<file path="config.mk">
export PLATFORM = sky130hd
export DESIGN_NAME = cntr_down_timer_flat
export DESIGN_NICKNAME = d
export VERILOG_FILES = /design/src/rtl/cntr_down_timer_pkg.sv /design/src/rtl/cntr_down_timer_if.sv /design/src/rtl/cntr_down_timer_prescaler.sv /design/src/rtl/cntr_down_timer.sv /design/src/flat_wrapper.sv
export SDC_FILE = /design/constraint.sdc
export NUM_CORES = 1
export LEC_CHECK = 0
export CORE_ASPECT_RATIO = 1.2
export CORE_UTILIZATION = 47
export CTS_CLUSTER_DIAMETER = 80
export DETAILED_ROUTE_END_ITERATION = 12
export HOLD_SLACK_MARGIN = 0.08
export PLACE_DENSITY = 0.77
export REMOVE_ABC_BUFFERS = 1
export SYNTH_ARGS = -nofsm -noshare
export SYNTH_HDL_FRONTEND = slang
export SYNTH_SLANG_ARGS = --single-unit
</file>
<file path="constraint.sdc">
create_clock -name clk -period 2 [get_ports clk]
set_clock_uncertainty 0.15 [all_clocks]
set_input_delay 0.3 -clock clk [delete_from_list [all_inputs] [get_ports clk]]
set_output_delay 0.3 -clock clk [all_outputs]
set_load 0.005 [all_outputs]
</file>
<file path="src/rtl/cntr_down_timer_pkg.sv">
// ----------------------------------------------------------------------------
// cntr_down_timer_pkg
// Shared definitions for the counter/timer blocks:
//   - state_t      : timer FSM encoding (ST_IDLE = 1'b0, ST_RUN = 1'b1)
//   - MODE_*       : expiry behaviour sampled at load time
//   - width_min1() : counter width helper that never returns zero
// Optional feature macro used by the blocks that import this package:
//   CNTR_PRESCALER_EN
// ----------------------------------------------------------------------------
package cntr_down_timer_pkg;

    typedef enum logic {
        ST_IDLE = 1'b0,
        ST_RUN  = 1'b1
    } state_t;

    localparam logic MODE_ONESHOT = 1'b0;
    localparam logic MODE_RELOAD  = 1'b1;

    // Bits needed to count 0..v-1. A divide-by-one prescaler still gets a
    // one-bit register so the port/array widths stay legal.
    function automatic int width_min1(input int v);
        return (v <= 1) ? 1 : $clog2(v);
    endfunction

endpackage

</file>
<file path="src/rtl/cntr_down_timer_if.sv">
// ----------------------------------------------------------------------------
// cntr_down_timer_if
// Load handshake bundle for the down timer.
//   load_valid   master -> slave  load request
//   load_ready   slave  -> master load can be accepted (timer idle)
//   load_value   master -> slave  start count N, sampled on acceptance
//   auto_reload  master -> slave  1 = periodic, 0 = one-shot, sampled on acceptance
// Parameter W: width of load_value.
// ----------------------------------------------------------------------------
interface cntr_down_timer_if #(
    parameter int W = 16
);
    logic         load_valid;
    logic         load_ready;
    logic [W-1:0] load_value;
    logic         auto_reload;

    modport master (
        output load_valid,
        output load_value,
        output auto_reload,
        input  load_ready
    );

    modport slave (
        input  load_valid,
        input  load_value,
        input  auto_reload,
        output load_ready
    );
endinterface

</file>
<file path="src/rtl/cntr_down_timer_prescaler.sv">
// ----------------------------------------------------------------------------
// cntr_down_timer_prescaler
// Divides count-enable pulses by PRESCALE: tick is high on the ce pulse that
// completes each group of PRESCALE pulses. Only built into the timer when
// CNTR_PRESCALER_EN is defined.
// Ports:
//   clk    in  clock
//   rst    in  synchronous active-high reset (clears the count)
//   ce     in  pulse to be counted
//   clear  in  restart the group count (takes priority over ce)
//   tick   out one pulse per PRESCALE ce pulses (combinational from ce)
// ----------------------------------------------------------------------------
module cntr_down_timer_prescaler
    import cntr_down_timer_pkg::*;
#(
    parameter int PRESCALE = 4
) (
    input  logic clk,
    input  logic rst,
    input  logic ce,
    input  logic clear,
    output logic tick
);
    localparam int PW = width_min1(PRESCALE);
    localparam logic [PW-1:0] LAST = PW'(PRESCALE - 1);

    logic [PW-1:0] count_reg;

    assign tick = ce && (count_reg == LAST);

    always_ff @(posedge clk) begin
        if (rst || clear) begin
            count_reg <= '0;
        end else if (ce) begin
            count_reg <= (count_reg == LAST) ? '0 : count_reg + 1'b1;
        end
    end
endmodule

</file>
<file path="src/rtl/cntr_down_timer.sv">
// ----------------------------------------------------------------------------
// cntr_down_timer
// Loadable W-bit down counter / timer. A start value N is accepted over the
// load handshake while idle, then decremented once per tick. tc pulses for one
// cycle when the count expires; one-shot mode returns to idle with out = 0,
// auto-reload mode reloads N and keeps running (period = N ticks).
// Macro CNTR_PRESCALER_EN: when defined, a tick is every PRESCALE-th ce pulse
// seen while running; otherwise tick = ce and PRESCALE is unused.
// Ports:
//   clk   in   clock
//   rst   in   synchronous active-high reset
//   ce    in   count enable
//   stop  in   abort a running count (out holds, no tc)
//   ld    slave load handshake (load_valid/load_ready/load_value/auto_reload)
//   out   out  current count (registered)
//   tc    out  terminal-count pulse, one cycle (registered)
//   busy  out  high while running
// ----------------------------------------------------------------------------
module cntr_down_timer
    import cntr_down_timer_pkg::*;
#(
    parameter int W        = 16,
    parameter int PRESCALE = 4
) (
    input  logic                clk,
    input  logic                rst,
    input  logic                ce,
    input  logic                stop,
    cntr_down_timer_if.slave    ld,
    output logic [W-1:0]        out,
    output logic                tc,
    output logic                busy
);
    // Elaboration-time parameter sanity.
    generate
        if (W < 2) begin : g_bad_w
            $error("cntr_down_timer: W must be >= 2");
        end
        if (PRESCALE < 1) begin : g_bad_prescale
            $error("cntr_down_timer: PRESCALE must be >= 1");
        end
    endgenerate

    state_t       state_reg;
    logic [W-1:0] out_reg;
    logic [W-1:0] reload_reg;
    logic         mode_reg;
    logic         tc_reg;
    logic         tick;

`ifdef CNTR_PRESCALER_EN
    logic accept;
    assign accept = (state_reg == ST_IDLE) && ld.load_valid && (ld.load_value != '0);

    // Only ce pulses seen while running advance the prescaler, so it holds in
    // idle; each accepted load restarts it from zero.
    cntr_down_timer_prescaler #(
        .PRESCALE (PRESCALE)
    ) u_prescaler (
        .clk   (clk),
        .rst   (rst),
        .ce    (ce && (state_reg == ST_RUN)),
        .clear (accept),
        .tick  (tick)
    );
`else
    assign tick = ce;
`endif

    always_ff @(posedge clk) begin
        if (rst) begin
            state_reg  <= ST_IDLE;
            out_reg    <= '0;
            reload_reg <= '0;
            mode_reg   <= MODE_ONESHOT;
            tc_reg     <= 1'b0;
        end else begin
            tc_reg <= 1'b0;
            case (state_reg)
                ST_IDLE: begin
                    if (ld.load_valid) begin
                        if (ld.load_value == '0) begin
                            // Zero-length count expires immediately and never runs.
                            out_reg <= '0;
                            tc_reg  <= 1'b1;
                        end else begin
                            out_reg    <= ld.load_value;
                            reload_reg <= ld.load_value;
                            mode_reg   <= ld.auto_reload;
                            state_reg  <= ST_RUN;
                        end
                    end
                end
                ST_RUN: begin
                    // stop beats a simultaneous expiry: no tc, count frozen.
                    if (stop) begin
                        state_reg <= ST_IDLE;
                    end else if (tick) begin
                        if (out_reg > W'(1)) begin
                            out_reg <= out_reg - 1'b1;
                        end else begin
                            // out is never 0 while running, so this is out == 1.
                            tc_reg <= 1'b1;
                            if (mode_reg == MODE_RELOAD) begin
                                out_reg <= reload_reg;
                            end else begin
                                out_reg   <= '0;
                                state_reg <= ST_IDLE;
                            end
                        end
                    end
                end
                default: state_reg <= ST_IDLE;
            endcase
        end
    end

    assign out           = out_reg;
    assign tc            = tc_reg;
    assign busy          = (state_reg == ST_RUN);
    assign ld.load_ready = (state_reg == ST_IDLE);
endmodule

</file>
<file path="src/flat_wrapper.sv">
// flat-port wrapper written by rule: the top's interface ports become plain ports
module cntr_down_timer_flat import cntr_down_timer_pkg::*;
#(
    parameter int W        = 16,
    parameter int PRESCALE = 4
)
  (clk, rst, ce, stop, out, tc, busy, ld_load_valid, ld_load_value, ld_auto_reload, ld_load_ready);
  cntr_down_timer_if #(.W(W)) ld_i ();
  input  logic clk;
  input  logic rst;
  input  logic ce;
  input  logic stop;
  output logic [W-1:0] out;
  output logic tc;
  output logic busy;
  input wire logic [$bits(ld_i.load_valid)-1:0] ld_load_valid;
  input wire logic [$bits(ld_i.load_value)-1:0] ld_load_value;
  input wire logic [$bits(ld_i.auto_reload)-1:0] ld_auto_reload;
  output wire logic [$bits(ld_i.load_ready)-1:0] ld_load_ready;
  assign ld_i.load_valid = ld_load_valid;
  assign ld_i.load_value = ld_load_value;
  assign ld_i.auto_reload = ld_auto_reload;
  assign ld_load_ready = ld_i.load_ready;
  cntr_down_timer #(.W(W), .PRESCALE(PRESCALE)) u_core (.clk(clk), .rst(rst), .ce(ce), .stop(stop), .ld(ld_i), .out(out), .tc(tc), .busy(busy));
endmodule
</file>
Word-level counts from Yosys, hierarchy flattened
Cells that the tools add are included.

word-level totals
  logic and storage cells = 35
  output and inout port bits = 19
  input bits = 22
  flip-flop bits (word level) = 35

cells by class
  eq/ne operators = 3
  bitwise operators = 2
  magnitude comparators = 1
  $add $sub $neg = 1
  mux-type cells = 20
  reductions and logical operators = 3

operator list
  kind                     number
  $mux W16                 6
  $pmux W16 S2             1
  $gt A16 B1 Y1 const B    1
  $logic_not A16 Y1        1
  $sub A16 B1 Y16 const B  1
  $mux W1                  11
  $ne A2 B2 Y1 const B     3
  $reduce_and A3 Y1        2
  $pmux W1 S2              2
  $not A1 Y1               2

Logic depth before layout (Yosys ltp)
  word-level depth = 5
  mapped depth = 7
  mapped depth without buffers = 6

Least setup slack after synthesis
No wires, ideal clock.

  kind = input to register
  start point = input ld_load_value[0]
  end point = register u_core.reload_reg[10]
  path slack = -0.047 ns
  required time = 1.782 ns
  library setup time = 0.068 ns
  stages = 5
  data arrival time = 1.829 ns
  path buffers = 1
  cell sequence = or4_4 -> o41ai_4 -> buf_6 -> nand2_2 -> a21oi_2

on the way
  cells in the longest elaborated chain, start to end = 3

RTL lines
  element                             RTL line               RTL
  start, declared                     flat_wrapper.sv:17     input wire logic [$bits(ld_i.load_value)-1:0] ld_load_value;
  $logic_not A16 Y1                   cntr_down_timer.sv:82  if (ld.load_value == '0) begin
  $not A1 Y1 (no source line)         -
  $reduce_and A3 Y1 (no source line)  -
  end signal, assigned                cntr_down_timer.sv:88  reload_reg <= ld.load_value;
  end, declared                       cntr_down_timer.sv:46  logic [W-1:0] reload_reg;

Every way passes these cells.
A chain may end at the register's enable or synchronous reset.

Final worst setup path
  start point = register u_core.out_reg[1] (netlist: u_core.out[1])
  end point = register u_core.out_reg[6] (netlist: u_core.out[6])

on the way
  cells in the longest elaborated chain, start to end = 5
  elaborated cells between the ends (all ways) = 6
  classes of those cells = 1 x add/sub; 1 x order compare; 4 x mux

RTL lines
  element                                           RTL line                                       RTL
  start, declared                                   cntr_down_timer.sv:45                          logic [W-1:0] out_reg;
  start signal, assigned                            cntr_down_timer.sv:87                          out_reg <= ld.load_value;
  start signal, assigned                            cntr_down_timer.sv:100                         out_reg <= out_reg - 1'b1;
  start signal, assigned                            cntr_down_timer.sv:105                         out_reg <= reload_reg;
  $sub A16 B1 Y16 or $gt A16 B1 Y1 (tied branches)  cntr_down_timer.sv:100, cntr_down_timer.sv:99
  $mux W16 *                                        cntr_down_timer.sv:99                          if (out_reg > W'(1)) begin
  $mux W16 *                                        cntr_down_timer.sv:98                          end else if (tick) begin
  $mux W16 *                                        cntr_down_timer.sv:96                          if (stop) begin
  $pmux W16 S2 *                                    cntr_down_timer.sv:79                          case (state_reg)

Mark *: on every way between the ends. The rest lies on a longest branch, timed or not. The select of a mux whose other input is x is not followed.

==> impl_metrics.tcl <==
set metrics [dict create \
    outcome "finished, violations left" \
    violations "negative setup slack" \
    synthArstFlopShare 0 \
    cts_root_buffer "clkbuf_8" \
    grt_pass1_vias 2384 \
    min_period_over_period 1.01 \
    vias 2651 \
    initial_core_util 0.488 \
    min_path_type "in -> reg" \
    worst_pin_slew_ns 0.541 \
    dieHeight_um 74.9 \
    netlist_area_sq_um 2080 \
    wirelength_um 7500 \
    io_buffers 40 \
    synth_top_area_frac 0.337 \
    clock_sink_count 35 \
    final.min_clock_period_ns 2.01 \
    rr_startpoint "u_core.out[1]$_SDFFE_PP0P_" \
    num_io_pins 41 \
    worstRegToRegCells 7 \
    dr.first_iter.drc_count 263 \
    htreeDepth 2 \
    rsz0062_at_grt "true" \
    area_growth_pct 59.0 \
    grt.total_usage 0.320 \
    p_leak_nw 1.36 \
    grt_pass1_wl_um 11500 \
    cpPeakStageDelay_ns 0.46 \
    cts_tree "done" \
    synthTopCellsByCount "dfxtp_1, nor2_1, nand2_1" \
    crit_family "simple AND/OR/NAND/NOR gates" \
    crit_path_start_kind "flip-flop" \
    yosys_warnings 0 \
    fmax_mhz 497 \
    ys_seq_elements 35 \
    antenna_found_initial 0 \
    cts_max_path_buffers 2 \
    first_pass_iters 5 \
    rows 26 \
    r2r_slack_ns -0.01 \
    final_antenna_net_count 0 \
    r2r-end "u_core.out[6]$_SDFFE_PP0P_" \
    grt-ovfl-total 0 \
    synth_top_area_cell "dfxtp_1" \
    avgViaCountPerCell 6.30 \
    synthTopCellsByArea "dfxtp_1, nor2_1, a21oi_1" \
    synth-edff-count 0 \
    final_max_slew_viol_count 0 \
    min_to "u_core.reload_reg[3]$_SDFFE_PP0P_" \
    drc 0 \
    design_area_sq_um 3310 \
    post_route_cells_drive_above_1_share 0.310 \
    crit_chain "inv_2 -> ha_4 -> or4b_4 -> buf_6 -> or3_1 -> a22oi_1 -> a221o_1" \
    syn_avg_cell_area_sq_um 7.97 \
    die_area_sq_um 4700 \
    n_antenna_cell 0 \
    wl_per_cell_um 17.8 \
    hold_viol_final 0 \
    grt_start_max_net_pins 23 \
    clk_latency_ns 0.30 \
    place_congestion 0.908 \
    setup_viol 1 \
    synthFlopType "dfxtp_1" \
    ys_types 51 \
    cts_buffers 5 \
    min_from "ld_load_value[3]" \
    clk_pin_slew_ns 0.08 \
    crit_fanout 3 \
    worst_slack_ns -0.0110 \
    whs_ns 0.273 \
    ir_worst_vdd_mv 0.461 \
    worstHoldPathCells 3 \
    synth_most_common_cell "dfxtp_1" \
    yosysSeqAreaShare 0.337 \
    die_w_um 62.7 \
    coreArea_sq_um 4260 \
    cp-end-kind "flip-flop" \
    critical_path_buf_inv_count 2 \
    place_ws_ns -0.446 \
    setup_tns_ns -0.0110 \
    syn_inst 261 \
    crit_type "reg -> reg" \
    place_area_sq_um 3050 \
    crit_slowest_cell "or4b_4" \
    dp_hpwl_um 5200 \
    slew_headroom 0.640 \
    final_nets 388 \
    required_ns 2.09 \
    power_density_nw_per_um2 696 \
    critPathArrivalTime_ns 2.10 \
    maxCapViolations 0 \
]
cells in the final DEF (no fill, tap or decap), drive strengths merged, types with 4 or more instances in the layout:
cell           Yosys  routed
clkdlybuf4s15      0       4
clkbuf            16       6
o21ai              6       6
dlygate4sd2        0       6
nor3              14      14
buf                4      76
clkdlybuf4s50      0      25
or3                9       9
xnor2              4       4
a211oi             5       5
or4                6       6
nand2             20      20
a21oi             19      19
inv                6       6
mux2i              4       4
a22oi              9       9
a2111oi            5       5
nor2              27      27
nor4               6       6
nand3             12      12
dlymetal6s2s       0       5
dfxtp             35      35
through the flow:
stage	power (mW)	util	std cells
2_1_floorplan	1.12	-	241
3_3_place_gp	1.54	0.716	410
3_5_place_dp	1.55	0.716	410
4_1_cts	2.25	0.755	421
5_1_grt	2.40	0.776	421
6_report	2.30	0.776	421
kinds of logic (layout without fill, tap and decap cells):
logic type / Yosys count / count (layout) / share of synthesized area
AOI/OAI and AO/OA: 75 / 75 / 0.267
xor gates and xnor gates: 6 / 6 / 0.0253
adders and majority gates: 2 / 2 / 0.0120
buffers and inverters: 26 / 130 / 0.0523
DFF: 35 / 35 / 0.337
muxes: 4 / 4 / 0.0193
and+or+nand+nor: 113 / 113 / 0.287
worst max path at each step:
stage,start,slack (ns),endpoint,cells after the start
after floorplan,u_core.busy$_SDFF_PP0_,-0.24,u_core.reload_reg[11]$_SDFFE_PP0P_,4
after global placement,ld_load_value[0],-0.39,u_core.reload_reg[4]$_SDFFE_PP0P_,6
after detailed placement,ld_load_value[0],-0.45,u_core.reload_reg[5]$_SDFFE_PP0P_,6
after CTS,ld_load_value[10],0.003,u_core.reload_reg[6]$_SDFFE_PP0P_,7
after global routing,u_core.out[1]$_SDFFE_PP0P_,-0.06,u_core.out[6]$_SDFFE_PP0P_,7
final,u_core.out[1]$_SDFFE_PP0P_,-0.01,u_core.out[6]$_SDFFE_PP0P_,7
cell type report:
class                   count  area [sq um]
clock buffers               6          82.6
inverters                   6          22.5
fillers                   297           955
repair buffers            116          1030
well taps                  56          70.1
clock inverters             2          35.0
flip-flops and latches     35           702
multi-input cells         200          1370
repair_timing:
action / 4_1_cts / 5_1_grt
buffers inserted: 3 / 0
setup endpoints to repair: 20 / 21
resized for setup: 21 / 28
pin swaps: 8 / 7
hold buffers: 0 / 0
worst min-delay path, stage by stage:
cell,delay (ns)
dlygate4sd2_1,0.24
nand2_1,0.08
a21oi_1,0.06
routing by layer:
metal / part of all wire / global-route usage / routed length [um] / vias up
met5: 0 / 0 / 0 / -
met4: 0.041 / 0.158 / 308 / 0
met3: 0.087 / 0.0591 / 656 / 47
met1: 0.38 / 0.373 / 2850 / 1229
met2: 0.49 / 0.571 / 3690 / 183
li1: - / - / - / 1192
report_power, final:
part / internal [mW] / total [mW] / switching (mW) / leakage, nW
sequential: 0.750 / 0.803 / 0.0527 / 0.289
combinational: 0.422 / 0.825 / 0.403 / 1.01
clock: 0.403 / 0.673 / 0.270 / 0.0612
total: 1.58 / 2.30 / 0.726 / 1.36
No activity file was read; power rests on OpenSTA's default activity.
